--- src/rtl/blake2b_result_reporter_if.sv ---
// ---------------------------------------------------------------------------
// blake2b_result_reporter_if
//   Bundles the hasher-result inputs and the outgoing byte stream of the
//   blake2b result reporter.
//
//   Signals
//     hash_in    hash word from the hasher
//     nonce_in   nonce belonging to hash_in
//     hash_valid hasher valid level (edge-detected inside the reporter)
//     target     difficulty target, sampled together with the hash
//     tx_data    frame byte towards the host
//     tx_valid   tx_data is valid
//     tx_ready   host accepts the byte
//
//   Stream handshake: a byte transfers on every rising clk edge where
//   tx_valid && tx_ready. Once tx_valid is high it stays high, and tx_data
//   stays stable, until that transfer happens.
//
//   Modports
//     master  the reporter: consumes hasher results, drives the byte stream
//     slave   the environment: drives hasher results, sinks the byte stream
// ---------------------------------------------------------------------------
interface blake2b_result_reporter_if #(
    parameter int HASH_W  = 128,
    parameter int NONCE_W = 6
);
    logic [HASH_W-1:0]  hash_in;
    logic [NONCE_W-1:0] nonce_in;
    logic               hash_valid;
    logic [HASH_W-1:0]  target;
    logic [7:0]         tx_data;
    logic               tx_valid;
    logic               tx_ready;

    modport master (
        input  hash_in,
        input  nonce_in,
        input  hash_valid,
        input  target,
        input  tx_ready,
        output tx_data,
        output tx_valid
    );

    modport slave (
        output hash_in,
        output nonce_in,
        output hash_valid,
        output target,
        output tx_ready,
        input  tx_data,
        input  tx_valid
    );
endinterface

--- src/rtl/blake2b_result_reporter.sv ---
// ---------------------------------------------------------------------------
// blake2b_result_reporter
//   Captures each new blake2b result on the rising edge of hash_valid,
//   compares the hash against a difficulty target and, on a hit, sends the
//   result to the host as a byte frame:
//     0xA5, {pad, nonce}, hash bytes MSB first, XOR checksum of bytes 1..N-2
//   Hits (frames fully sent), misses and lost results (overrun) are counted.
//
//   Ports
//     clk       system clock, everything on posedge
//     rst_n     asynchronous active-low reset
//     bus       master side of blake2b_result_reporter_if (results in,
//               byte stream out)
//     clr       synchronous clear of hit_cnt, miss_cnt and overrun
//     busy      high while comparing or sending
//     found     sticky, at least one hit since reset
//     overrun   sticky, a result edge arrived while busy and was dropped
//     hit_cnt   saturating count of frames fully sent
//     miss_cnt  saturating count of results with hash >= target
//     state_o   current FSM state (0 IDLE, 1 CMP, 2 SEND) for observation
// ---------------------------------------------------------------------------
module blake2b_result_reporter #(
    parameter int HASH_W  = 128,
    parameter int NONCE_W = 6,
    parameter int CNT_W   = 16
) (
    input  logic                      clk,
    input  logic                      rst_n,
    blake2b_result_reporter_if.master bus,
    input  logic                      clr,
    output logic                      busy,
    output logic                      found,
    output logic                      overrun,
    output logic [CNT_W-1:0]          hit_cnt,
    output logic [CNT_W-1:0]          miss_cnt,
    output logic [1:0]                state_o
);
    localparam int HB    = HASH_W / 8;
    localparam int N     = 3 + HB;
    localparam int IDX_W = $clog2(N);

    typedef enum logic [1:0] {
        IDLE = 2'd0,
        CMP  = 2'd1,
        SEND = 2'd2
    } state_t;

    state_t             state_q, state_d;
    logic               hash_valid_q;
    logic [HASH_W-1:0]  hash_q, hash_d;
    logic [NONCE_W-1:0] nonce_q, nonce_d;
    logic [HASH_W-1:0]  target_q, target_d;
    logic [IDX_W-1:0]   byte_idx_q, byte_idx_d;
    logic               found_q, found_d;
    logic               overrun_q, overrun_d;
    logic [CNT_W-1:0]   hit_q, hit_d;
    logic [CNT_W-1:0]   miss_q, miss_d;

    logic               rise;
    logic [7:0]         nonce_byte;
    logic [7:0]         checksum;
    logic [7:0]         hash_byte;
    logic [7:0]         frame_byte;
    int                 hb_idx;

    // hash_valid_q resets to 0, so a level already high at reset release
    // counts as a fresh result.
    assign rise = bus.hash_valid & ~hash_valid_q;

    // ------------------------------------------------------------------
    // Frame byte selection from the captured result
    // ------------------------------------------------------------------
    always_comb begin
        nonce_byte                = '0;
        nonce_byte[NONCE_W-1:0]   = nonce_q;

        checksum = nonce_byte;
        for (int i = 0; i < HB; i++) begin
            checksum = checksum ^ hash_q[HASH_W-1-8*i -: 8];
        end

        // Hash byte j (0 = most significant) sits at bit offset HASH_W-8-8*j.
        hb_idx = int'(byte_idx_q) - 2;
        if (hb_idx < 0 || hb_idx > HB - 1) begin
            hb_idx = 0;
        end
        hash_byte = 8'(hash_q >> (HASH_W - 8 - 8 * hb_idx));

        if (byte_idx_q == IDX_W'(0)) begin
            frame_byte = 8'hA5;
        end else if (byte_idx_q == IDX_W'(1)) begin
            frame_byte = nonce_byte;
        end else if (byte_idx_q == IDX_W'(N - 1)) begin
            frame_byte = checksum;
        end else begin
            frame_byte = hash_byte;
        end
    end

    // ------------------------------------------------------------------
    // Next-state logic
    // ------------------------------------------------------------------
    always_comb begin
        state_d    = state_q;
        hash_d     = hash_q;
        nonce_d    = nonce_q;
        target_d   = target_q;
        byte_idx_d = byte_idx_q;
        found_d    = found_q;
        overrun_d  = overrun_q;
        hit_d      = hit_q;
        miss_d     = miss_q;

        unique case (state_q)
            IDLE: begin
                if (rise) begin
                    hash_d   = bus.hash_in;
                    nonce_d  = bus.nonce_in;
                    target_d = bus.target;
                    state_d  = CMP;
                end
            end

            CMP: begin
                // A result arriving now is dropped; the captured one proceeds.
                if (rise) begin
                    overrun_d = 1'b1;
                end
                if (hash_q < target_q) begin
                    found_d    = 1'b1;
                    byte_idx_d = '0;
                    state_d    = SEND;
                end else begin
                    if (miss_q != '1) begin
                        miss_d = miss_q + CNT_W'(1);
                    end
                    state_d = IDLE;
                end
            end

            SEND: begin
                if (rise) begin
                    overrun_d = 1'b1;
                end
                // tx_valid is high throughout SEND, so tx_ready alone
                // completes the handshake.
                if (bus.tx_ready) begin
                    if (byte_idx_q == IDX_W'(N - 1)) begin
                        if (hit_q != '1) begin
                            hit_d = hit_q + CNT_W'(1);
                        end
                        byte_idx_d = '0;
                        state_d    = IDLE;
                    end else begin
                        byte_idx_d = byte_idx_q + IDX_W'(1);
                    end
                end
            end

            default: begin
                state_d = IDLE;
            end
        endcase

        // Clear overrides any increment or overrun set in the same cycle.
        if (clr) begin
            hit_d     = '0;
            miss_d    = '0;
            overrun_d = 1'b0;
        end
    end

    // ------------------------------------------------------------------
    // State registers
    // ------------------------------------------------------------------
    always_ff @(posedge clk or negedge rst_n) begin
        if (!rst_n) begin
            state_q      <= IDLE;
            hash_valid_q <= 1'b0;
            hash_q       <= '0;
            nonce_q      <= '0;
            target_q     <= '0;
            byte_idx_q   <= '0;
            found_q      <= 1'b0;
            overrun_q    <= 1'b0;
            hit_q        <= '0;
            miss_q       <= '0;
        end else begin
            state_q      <= state_d;
            hash_valid_q <= bus.hash_valid;
            hash_q       <= hash_d;
            nonce_q      <= nonce_d;
            target_q     <= target_d;
            byte_idx_q   <= byte_idx_d;
            found_q      <= found_d;
            overrun_q    <= overrun_d;
            hit_q        <= hit_d;
            miss_q       <= miss_d;
        end
    end

    // ------------------------------------------------------------------
    // Outputs. tx_valid follows the state register, so reset drops it
    // immediately and a partial frame is abandoned.
    // ------------------------------------------------------------------
    assign bus.tx_valid = (state_q == SEND);
    assign bus.tx_data  = (state_q == SEND) ? frame_byte : 8'h00;
    assign busy         = (state_q != IDLE);
    assign found        = found_q;
    assign overrun      = overrun_q;
    assign hit_cnt      = hit_q;
    assign miss_cnt     = miss_q;
    assign state_o      = state_q;

endmodule
--- src/flat_wrapper.sv ---
// flat-port wrapper written by rule: the top's interface ports become plain ports
module blake2b_result_reporter_flat 
#(
    parameter int HASH_W  = 128,
    parameter int NONCE_W = 6,
    parameter int CNT_W   = 16
)
  (clk, rst_n, clr, busy, found, overrun, hit_cnt, miss_cnt, state_o, bus_hash_in, bus_nonce_in, bus_hash_valid, bus_target, bus_tx_ready, bus_tx_data, bus_tx_valid);
  blake2b_result_reporter_if #(.HASH_W(HASH_W), .NONCE_W(NONCE_W)) bus_i ();
  input  logic clk;
  input  logic rst_n;
  input  logic clr;
  output logic busy;
  output logic found;
  output logic overrun;
  output logic [CNT_W-1:0] hit_cnt;
  output logic [CNT_W-1:0] miss_cnt;
  output logic [1:0] state_o;
  input wire logic [$bits(bus_i.hash_in)-1:0] bus_hash_in;
  input wire logic [$bits(bus_i.nonce_in)-1:0] bus_nonce_in;
  input wire logic [$bits(bus_i.hash_valid)-1:0] bus_hash_valid;
  input wire logic [$bits(bus_i.target)-1:0] bus_target;
  input wire logic [$bits(bus_i.tx_ready)-1:0] bus_tx_ready;
  output wire logic [$bits(bus_i.tx_data)-1:0] bus_tx_data;
  output wire logic [$bits(bus_i.tx_valid)-1:0] bus_tx_valid;
  assign bus_i.hash_in = bus_hash_in;
  assign bus_i.nonce_in = bus_nonce_in;
  assign bus_i.hash_valid = bus_hash_valid;
  assign bus_i.target = bus_target;
  assign bus_i.tx_ready = bus_tx_ready;
  assign bus_tx_data = bus_i.tx_data;
  assign bus_tx_valid = bus_i.tx_valid;
  blake2b_result_reporter #(.HASH_W(HASH_W), .NONCE_W(NONCE_W), .CNT_W(CNT_W)) u_core (.clk(clk), .rst_n(rst_n), .bus(bus_i), .clr(clr), .busy(busy), .found(found), .overrun(overrun), .hit_cnt(hit_cnt), .miss_cnt(miss_cnt), .state_o(state_o));
endmodule
--- config.mk ---
export PLATFORM = sky130hd
export DESIGN_NAME = blake2b_result_reporter_flat
export DESIGN_NICKNAME = d
export VERILOG_FILES = /design/src/rtl/blake2b_result_reporter_if.sv /design/src/rtl/blake2b_result_reporter.sv /design/src/flat_wrapper.sv
export SDC_FILE = /design/constraint.sdc
export NUM_CORES = 1
export LEC_CHECK = 0
export BUFFER_PORTS_ARGS = -buffer_cell sky130_fd_sc_hd__buf_2
export CAP_MARGIN = 15
export CORE_MARGIN = 2
export CORE_UTILIZATION = 35
export CTS_CLUSTER_SIZE = 28
export DETAILED_ROUTE_END_ITERATION = 8
export PLACE_DENSITY = 0.64
export SYNTH_ARGS = -nofsm -noshare
export SYNTH_HDL_FRONTEND = slang
export SYNTH_SLANG_ARGS = --single-unit
--- constraint.sdc ---
create_clock -name clk -period 9.42 [get_ports clk]
set_input_delay 1.884 -clock clk [delete_from_list [all_inputs] [get_ports clk]]
set_output_delay 1.884 -clock clk [all_outputs]
set_load 0.005 [all_outputs]
==> run metrics, run 1 <==
Power Dens Cells=373.0 nW/µm²; critical path type=flip-flop to output port; worst hold path type=flip-flop to flip-flop; Max-slew headroom=30.17%; Synthesis Warnings=0; startpoint of the worst hold path=u_core.found; maximum vdd ir drop=0.0002125 V; Lkg Pwr=9.897 nW; final hold vios=0; hold_ws=about 0.46 ns; Final Setup Violations=0; nets@finish=about 2,300; Routed WL=55.48 mm; Core Box Area=50,070 µm²; Die Ht=229.0 µm; Worst Setup End Kind=output port; synth top area cells=dfrtp_1 (43%), mux2_2 (17%), ha_1 (9.7%); post-CTS setup buffer count=0; status=finished clean; Worst Skew=0.009061 ns; DR pass1 iterations=7; CTS resizes=0; reg-to-reg slack, setup=5.26 ns; mapped cell area=about 18,000 µm²; CP arrival=between 4 and 5 ns; Chip Width=229.0 µm; met3 WL=2.724 mm; Worst-path clk slew=0.06 ns; Distinct cells, synth=66; post-synthesis instance total=1,589; layout cell share with drive strength beyond 1=35.28%; CTS tree=done; row count=82; Overflow after GRT=0; routed wl met2=26.21 mm; dominant synthesized flop cell=dfrtp_1; clock sinks=304; initial antenna violation count=13; first-pass GRT wire length=83.88 mm; I/O pin total=approximately 310; Reg-to-Reg Start=u_core.hash_q[29]; PnR Total Power=0.007913 W; synthesized net count=1,994; DP Wirelength=43.53 mm; Max Slew Vio Count=0; WHS Endpoint=u_core.found; vias per cell=5.158; Antenna Violating Nets Remaining=0; DRC viols=0; pin count of the biggest net entering global routing=around 140; Post-synth top cells=dfrtp_1 (304), mux2_2 (274), inv_1 (153); worst r2r dst=u_core.byte_idx_q[0]; critical path required time=7.54 ns; MaxCap Viol Count=0; worst-skew pair later-pin latency=0.55 ns; Post-DP Area=19,990 µm²; Synth area leader=dfrtp_1; most used standard cell by instance count after synthesis=dfrtp_1; RSZ-0062 raised after global routing=false; post-route cell area=around 21,000 µm²; Post-synth ARST share=100.0%; setup TNS=0 ns; total CTS buffers=37; GPL Wtd Cong=0.9203; Metal-1 WL=around 25 mm; highest metal used=met5; Area Growth Syn to Fin=19.79%; I/O Buffers=312; final core utilization=42.38%; GRT Resource Usage Total=a little over a fifth; H-tree depth=2; Slew @ Worst Pin=1.048 ns; Max Fclk=between 150 and 200 MHz; register area share after synthesis=42.95%; CTS max path bufs=3; Die ar.=52,420 µm²; 1st-iter DRT viols=818; Synth top area share=42.95%; Tcrit/Tclk final=66.35%; via count=between 10,000 and 15,000; WHS Path Cells=1; EDFF count, synth=0; Root Buffer=clkbuf_16; reg2reg path depth=10; startpoint types=flip-flop; drt wl/cell=21.37 µm; Min Clock Period, post-route=6.251 ns; Initial Util=35.38%; # hold bufs at CTS=0; vias in the first global route=13,770; crit path max fanout=34; Mean Syn Cell Area=11.15 µm²; flops & latches, synth=304
## state kept, by name, summed over array words and instances, names as in the netlist
signal,cells
u_core.hit_cnt,16
u_core.hash_valid_q,1
u_core.target_q,128
u_core.overrun,1
u_core.nonce_q,6
u_core.found,1
u_core.hash_q,128
u_core.miss_cnt,16
u_core.byte_idx_q,5
u_core.state_o,2
## area by class of cell
class / count / area [µm²]
antenna: 8 / 20.02
clock buffer: 45 / 1028
clock inverter: 17 / 182.7
fill: 4885 / 28850
inverter: 153 / 574.3
multi-input combinational: 1076 / 9311
sequential: 304 / 7607
tap: 672 / 840.8
timing repair buffer: 321 / 1652
## how the worst max path moves through the flow
stage                              start             end  slack, ns  cells after the start
floorplan           u_core.byte_idx_q[1]  bus_tx_data[7]       4.92                     11
global placement    u_core.byte_idx_q[1]  bus_tx_data[7]       3.81                      9
detailed placement  u_core.byte_idx_q[1]  bus_tx_data[7]       3.77                      9
CTS                 u_core.byte_idx_q[1]  bus_tx_data[7]       3.18                      9
global route        u_core.byte_idx_q[1]  bus_tx_data[7]       2.93                      9
finish              u_core.byte_idx_q[1]  bus_tx_data[7]       3.17                      9
## logic make-up after synthesis
kind of cell | count (synthesis) | share of synthesized area (%)
mux | 306 | 19.68
simple gates | 249 | 7.566
compound gates | 247 | 8.788
xor+xnor | 136 | 6.725
buf+inv | 209 | 4.542
fa+ha+maj | 138 | 9.749
flops | 304 | 42.95
## layer usage
layer	vias up	track usage [%]
met5	-	0
met4	10	7.853
met3	114	3.468
met2	361	34.68
met1	6646	28.01
li1	6258	-
## cells in the final DEF, fill, tap and decap left out, drive strengths merged, types with 7 or more instances in the layout
cell / netlist / routed
nor3: 22 / 22
inv: 153 / 156
a221oi: 11 / 11
or4: 8 / 8
nand2b: 7 / 7
xnor2: 115 / 115
nor4: 11 / 11
a31oi: 7 / 7
nand2: 58 / 58
xor2: 21 / 21
mux2: 278 / 278
and2: 7 / 7
diode: 0 / 8
nor2b: 14 / 14
mux2i: 22 / 22
ha: 138 / 138
a21oi: 92 / 92
nand4: 32 / 32
a21o: 13 / 13
nand3: 25 / 25
buf: 11 / 321
o31ai: 11 / 11
clkinv: 0 / 8
clkbuf: 45 / 45
dfrtp: 304 / 304
o22ai: 8 / 8
o21ai: 47 / 47
nor2: 43 / 43
a211oi: 18 / 18
## per-stage QoR
| stage | setup slack (ns) | cells |
|---|---|---|
| floorplan | 4.923 | 1589 |
| global placement | 3.805 | 2526 |
| detailed placement | 3.775 | 2526 |
| CTS | 3.184 | 2588 |
| global route | 2.927 | 2595 |
| finish | 3.169 | 2596 |
## worst max-delay path: stages, from the launching register on
cell and delay (ns):
dfrtp_1 0.48, inv_1 0.15, ha_1 0.68, o21ba_2 1.05
mux4_2 0.59, mux2_2 0.27, nor3_1 0.12, o21ai_0 0.10
and3_1 0.19, buf_2 0.17
## where the power goes
| part | leakage [nW] | internal (W) | switching [W] |
|---|---|---|---|
| combinational | 5.63 | 0.00197 | 0.00179 |
| clock | 0.594 | 0.000860 | 0.000583 |
| sequential | 3.67 | 0.00188 | 0.000824 |
Note: power is estimated with default switching activity, not from simulation.
==> run 2, diff against run 1 <==
Settings changed: PLACE_DENSITY 0.64 to 0.66.
Clock period 9.42 ns to 5.5 ns, I/O delays scaled along.
==> run 2 against run 1 <==
- register-to-register slack worse by 3.7 ns
- critical path depth up 2
- clock skew up 0.0084 ns
- die area unchanged
- global-route usage up 0.38 points
- combinational power up 75%
- flip-flop and latch count unchanged
- sequential share of layout area down 0.053 points
- worst hold slack worse by 0.016 ns
- final cell count up 0.15%
- power up 72%
- critical path type unchanged
- highest routed layer unchanged
==> run metrics, run 2 (synthesized netlist as in run 1, its figures left out) <==
status=finished clean; Reg-to-Reg Start=u_core.hash_q[54]; register area=7607 µm² (unchanged); GPL Wtd Cong=0.9166 (-0.40%); vias in the first global route=14,010 (+1.8%); Max Fclk=approximately 200 MHz; Lkg Pwr=9.923 nW (+0.27%); DP Wirelength=44.46 mm (+2.1%); row count=82 (unchanged); Initial Util=35.38% (unchanged); setup TNS=0 ns (unchanged); GRT Resource Usage Total=21.50% (+0.38 points); DRC viols=0 (unchanged); Chip Width=229.0 µm (unchanged); CP arrival=3.95 ns (-0.42 ns); final hold vios=0 (unchanged); H-tree depth=2 (unchanged); Antenna Violating Nets Remaining=0 (unchanged); RSZ-0062 raised after global routing=false; Die ar.=52,420 µm² (unchanged); Worst Setup End Kind=output port; Root Buffer=clkbuf_16; Setup Slack @ Placement=1.052 ns (-2.723 ns); I/O pin total=313 (unchanged); largest registers=u_core.hash_q x128, u_core.target_q x128; Core Box Area=50,070 µm² (unchanged); Tcrit/Tclk final=91.85%; I/O Buffers=312 (unchanged); pin count of the biggest net entering global routing=149 (+10%); MaxCap Viol Count=0 (unchanged); drt wl/cell=21.71 µm (+1.6%); CTS max path bufs=3 (unchanged); # hold bufs at CTS=0 (unchanged); first-pass GRT wire length=85.22 mm (+1.6%); Worst Skew=0.01750 ns (+0.008443 ns); Die Ht=229.0 µm (unchanged); reg2reg path depth=10 (unchanged); CTS tree=done; Worst-path clk slew=0.06 ns (about the same); Setup WS post-layout=0.4484 ns (-2.721 ns); crit path max fanout=18 (-47%); via count=13,500 (+0.79%); 1st-iter DRT viols=783 (-4.3%); worst hold path type=input pin to async pin; Min Clock Period, post-route=5.052 ns; fin cells=2,600 (+0.15%); final core utilization=42.44% (+0.062 points); most common library cell in the layout ignoring fill and taps=buf_2; most frequent cells in the layout=buf_2 (311), dfrtp_1 (304), mux2_2 (274), inv_1 (153), ha_1 (138); Max Slew Vio Count=0 (unchanged); Inst Count DP=2,528 (+0.079%); multi-input logic area=9316 µm² (about the same); vias per cell=5.190 (+0.64%); nets@finish=2,299 (+0.044%); PnR Total Power=0.01364 W (+72%); critical path type=flip-flop to output port; clock sinks=304 (unchanged); worst-skew pair later-pin latency=0.55 ns (about the same); layout cell share with drive strength beyond 1=35.24% (-0.040 points); reg-to-reg slack, setup=1.53 ns (-3.73 ns); CTS resizes=0 (unchanged); Area Growth Syn to Fin=19.96%; Overflow after GRT=0 (unchanged); post-CTS setup buffer count=0 (unchanged); Slew @ Worst Pin=1.097 ns (+0.04990 ns); Power Dens Cells=641.7 nW/µm² (+72%); DR pass1 iterations=5 (-2); initial antenna violation count=11 (-2); critical path required time=4.40 ns (-3.14 ns); Routed WL=56.45 mm (+1.7%); Layout fillers=4,899 (+0.29%); Max-slew headroom=26.84% (-3.3 points); worst r2r dst=u_core.miss_cnt[0]; total CTS buffers=36 (-2.7%); maximum vdd ir drop=0.0002706 V (+27%); Final Setup Violations=0 (unchanged); startpoint types=flip-flop
## run 2: worst max path at each step
stage | slack (ns) | cells after the start | start | endpoint
6_report | 0.45 | 11 | u_core.byte_idx_q[1] | bus_tx_data[7]
5_1_grt | 0.12 | 11 | u_core.byte_idx_q[1] | bus_tx_data[7]
4_1_cts | 0.45 | 11 | u_core.byte_idx_q[1] | bus_tx_data[7]
3_5_place_dp | 1.05 | 11 | u_core.byte_idx_q[1] | bus_tx_data[7]
3_3_place_gp | 1.08 | 11 | u_core.byte_idx_q[1] | bus_tx_data[7]
2_1_floorplan | 1.79 | 11 | u_core.byte_idx_q[1] | bus_tx_data[7]
## run 2: layout make-up
cell class,count,area share (%)
diodes,7,0.08244
well taps,672,3.957
inverters,153,2.703
flip-flops and latches,304,35.80
clock buffers,53,5.017
multi-input cells,1076,43.85
clock inverters,12,0.5712
repair buffers,323,8.020
## run 2: stage by stage
stage,instance area (µm²),hold slack (ns)
6_report,21250,0.4467
5_1_grt,21240,0.4660
4_1_cts,21230,0.4319
3_5_place_dp,20040,0.4534
3_3_place_gp,20040,0.4548
2_1_floorplan,17710,0.4650
## run 2: where the power goes
group	leakage [nW]	switching, W	internal (W)
sequential	3.67	0.00141	0.00323
clock	0.592	0.000975	0.00144
combinational	5.66	0.00318	0.00339
## run 2: per-layer routing
| metal | up-vias | track usage (%) | wire length (µm) | share of wire (%) |
|---|---|---|---|---|
| met5 | - | 0 | 44 | 0.078 |
| met4 | 8 | 8.908 | 2215 | 3.9 |
| met3 | 118 | 4.341 | 3368 | 6.0 |
| met2 | 422 | 35.08 | 26380 | 47 |
| met1 | 6662 | 27.83 | 24440 | 43 |
| li1 | 6285 | - | - | - |
## run 2: worst max-delay path: stages, from the launching register on
cell and delay [ns]:
dfrtp_1 0.48, inv_1 0.16, ha_1 0.28, o21bai_1 0.18, a21oi_1 0.30, o21ba_2 0.49, mux4_2 0.57, mux2_2 0.27
nor3_1 0.22, o21ai_0 0.13, and3_1 0.19, buf_2 0.14
==> run 3, diff against run 2 <==
Settings changed: PLACE_DENSITY 0.66 to 0.61.
==> run 3 against run 2 <==
- sequential share of layout area up 0.078 points
- power down 1.4%
- via count down 0.73%
- final cell count about the same
- largest cell class unchanged
- largest power group unchanged
==> run metrics, run 3 (synthesized netlist as in run 1, its figures left out) <==
status=finished clean; startpoint of the worst hold path=u_core.found; total CTS buffers=36 (unchanged); Max-slew headroom=34.95% (+8.1 points); layout cell share with drive strength beyond 1=35.13% (-0.12 points); Final Setup Violations=0 (unchanged); fin cells=2,598 (-0.077%); WHS Path Cells=1; H-tree depth=2 (unchanged); Worst Skew=0.01800 ns (+0.0004937 ns); CTS max path bufs=3 (unchanged); critical path required time=4.40 ns (about the same); PnR Total Power=0.01345 W (-1.4%); via count=13,400 (-0.73%); multi-input logic area=9316 µm² (unchanged); DP Wirelength=43.91 mm (-1.2%); row count=82 (unchanged); DRC viols=0 (unchanged); GRT Resource Usage Total=21.26% (-0.24 points); Max Fclk=200.5 MHz (+1.3%); Cell Chain, Critical Path=inv_1 > ha_1 > o21ba_2 > mux4_2 > mux2_2 > nor3_1 > o21ai_0 > and3_1 > buf_2; Power Dens Cells=634.2 nW/µm² (-1.2%); crit path max fanout=24 (+6); Antenna Violating Nets Remaining=0 (unchanged); initial antenna violation count=20 (+9); Worst path top cell family by delay=multiplexers; Slew @ Worst Pin=0.9758 ns (-0.1216 ns); Max Slew Vio Count=0 (unchanged); nets@finish=2,299 (unchanged); first-pass GRT wire length=83.95 mm (-1.5%); drt wl/cell=21.50 µm (-0.98%); most common library cell in the layout ignoring fill and taps=buf_2; CP arrival=3.89 ns (-0.06 ns); Layout fillers=4,858 (-0.84%); final hold vios=0 (unchanged); Worst-path clk slew=0.06 ns (about the same); I/O Buffers=312 (unchanged); 1st-iter DRT viols=870 (+11%); most frequent cells in the layout=buf_2 (311), dfrtp_1 (304), mux2_2 (274), inv_1 (153), ha_1 (138); MaxCap Viol Count=0 (unchanged); worst r2r dst=u_core.byte_idx_q[0]; reg2reg path depth=10 (unchanged); worst hold path type=flip-flop to flip-flop; Routed WL=55.85 mm (-1.1%); critical path type=flip-flop to output port; hold_ws=0.4661 ns (+0.01947 ns); Die Ht=229.0 µm (unchanged); slowest stage cell, crit path=ha_1; WHS Endpoint=u_core.found; Worst Setup End Kind=output port; Setup Slack @ Placement=1.082 ns (+0.03010 ns); CTS tree=done; clock sinks=304 (unchanged); Reg-to-Reg Start=u_core.hash_q[51]; Chip Width=229.0 µm (unchanged); vias per cell=5.156 (-0.66%); maximum vdd ir drop=0.0002631 V (-2.8%); startpoint types=flip-flop; Root Buffer=clkbuf_16; Inst Count DP=2,528 (unchanged); reg-to-reg slack, setup=1.49 ns (-0.04 ns); CTS resizes=0 (unchanged); Overflow after GRT=0 (unchanged); I/O pin total=313 (unchanged); CP peak stage delay=0.66 ns (+0.09 ns); GPL Wtd Cong=0.8882 (-3.1%); # hold bufs at CTS=0 (unchanged); Min Clock Period, post-route=4.989 ns (-0.06281 ns); RSZ-0062 raised after global routing=false; Initial Util=35.38% (unchanged); Tcrit/Tclk final=90.71% (-1.1 points); post-CTS setup buffer count=0 (unchanged); vias in the first global route=13,780 (-1.7%); register area=7607 µm² (unchanged); worst-skew pair later-pin latency=0.54 ns (about the same); pin count of the biggest net entering global routing=145 (-2.7%); setup TNS=0 ns (unchanged); Area Growth Syn to Fin=19.70%; Die ar.=52,420 µm² (unchanged); Lkg Pwr=9.893 nW (-0.31%); Setup WS post-layout=0.5112 ns (+0.06281 ns); largest registers=u_core.hash_q x128, u_core.target_q x128; DR pass1 iterations=5 (unchanged); Core Box Area=50,070 µm² (unchanged); WP buf/inv=2 (unchanged)
-- run 3: changes by cell type in the layout (fill, tap and decap cells not counted), sizes merged --
cell	previous run	this run
diode	7	10
inv	156	153
clkbuf	53	51
clkinv	7	6
clkinvlp	0	1
-- run 3: metal layers --
metal	routed length (µm)	track usage, %	share of wire, %	vias up
li1	-	-	-	6272
met1	24360	27.68	44	6568
met2	26020	34.29	47	411
met3	3208	4.516	5.7	125
met4	2138	8.868	3.8	20
met5	131	0	0.23	-
-- run 3: final cells by class --
class,instances,area share (%)
clock inverter,9,0.4603
clock buffer,51,4.945
antenna,10,0.1180
multi-input combinational,1076,43.94
inverter,153,2.709
timing repair buffer,323,7.979
tap,672,3.966
sequential,304,35.88
-- run 3: how the worst max path moves through the flow --
| stage | slack (ns) | startpoint | endpoint | cells past startpoint |
|---|---|---|---|---|
| floorplan | 1.79 | u_core.byte_idx_q[1] | bus_tx_data[7] | 11 |
| global placement | 1.10 | u_core.byte_idx_q[1] | bus_tx_data[7] | 9 |
| detailed placement | 1.08 | u_core.byte_idx_q[1] | bus_tx_data[7] | 9 |
| CTS | 0.49 | u_core.byte_idx_q[1] | bus_tx_data[7] | 9 |
| global route | 0.26 | u_core.byte_idx_q[2] | bus_tx_data[4] | 11 |
| finish | 0.51 | u_core.byte_idx_q[1] | bus_tx_data[7] | 9 |
-- run 3: power by group --
part / switching [W] / internal [W] / total, W
clock: 0.000939 / 0.00141 / 0.00235
sequential: 0.00137 / 0.00323 / 0.00460
combinational: 0.00311 / 0.00338 / 0.00649
-- run 3: per-stage QoR --
stage / utilization, % / area [µm²]
2_1_floorplan: - / 17710
3_3_place_gp: 40.01 / 20030
3_5_place_dp: 40.01 / 20030
4_1_cts: 42.30 / 21180
5_1_grt: 42.34 / 21200
6_report: 42.35 / 21200
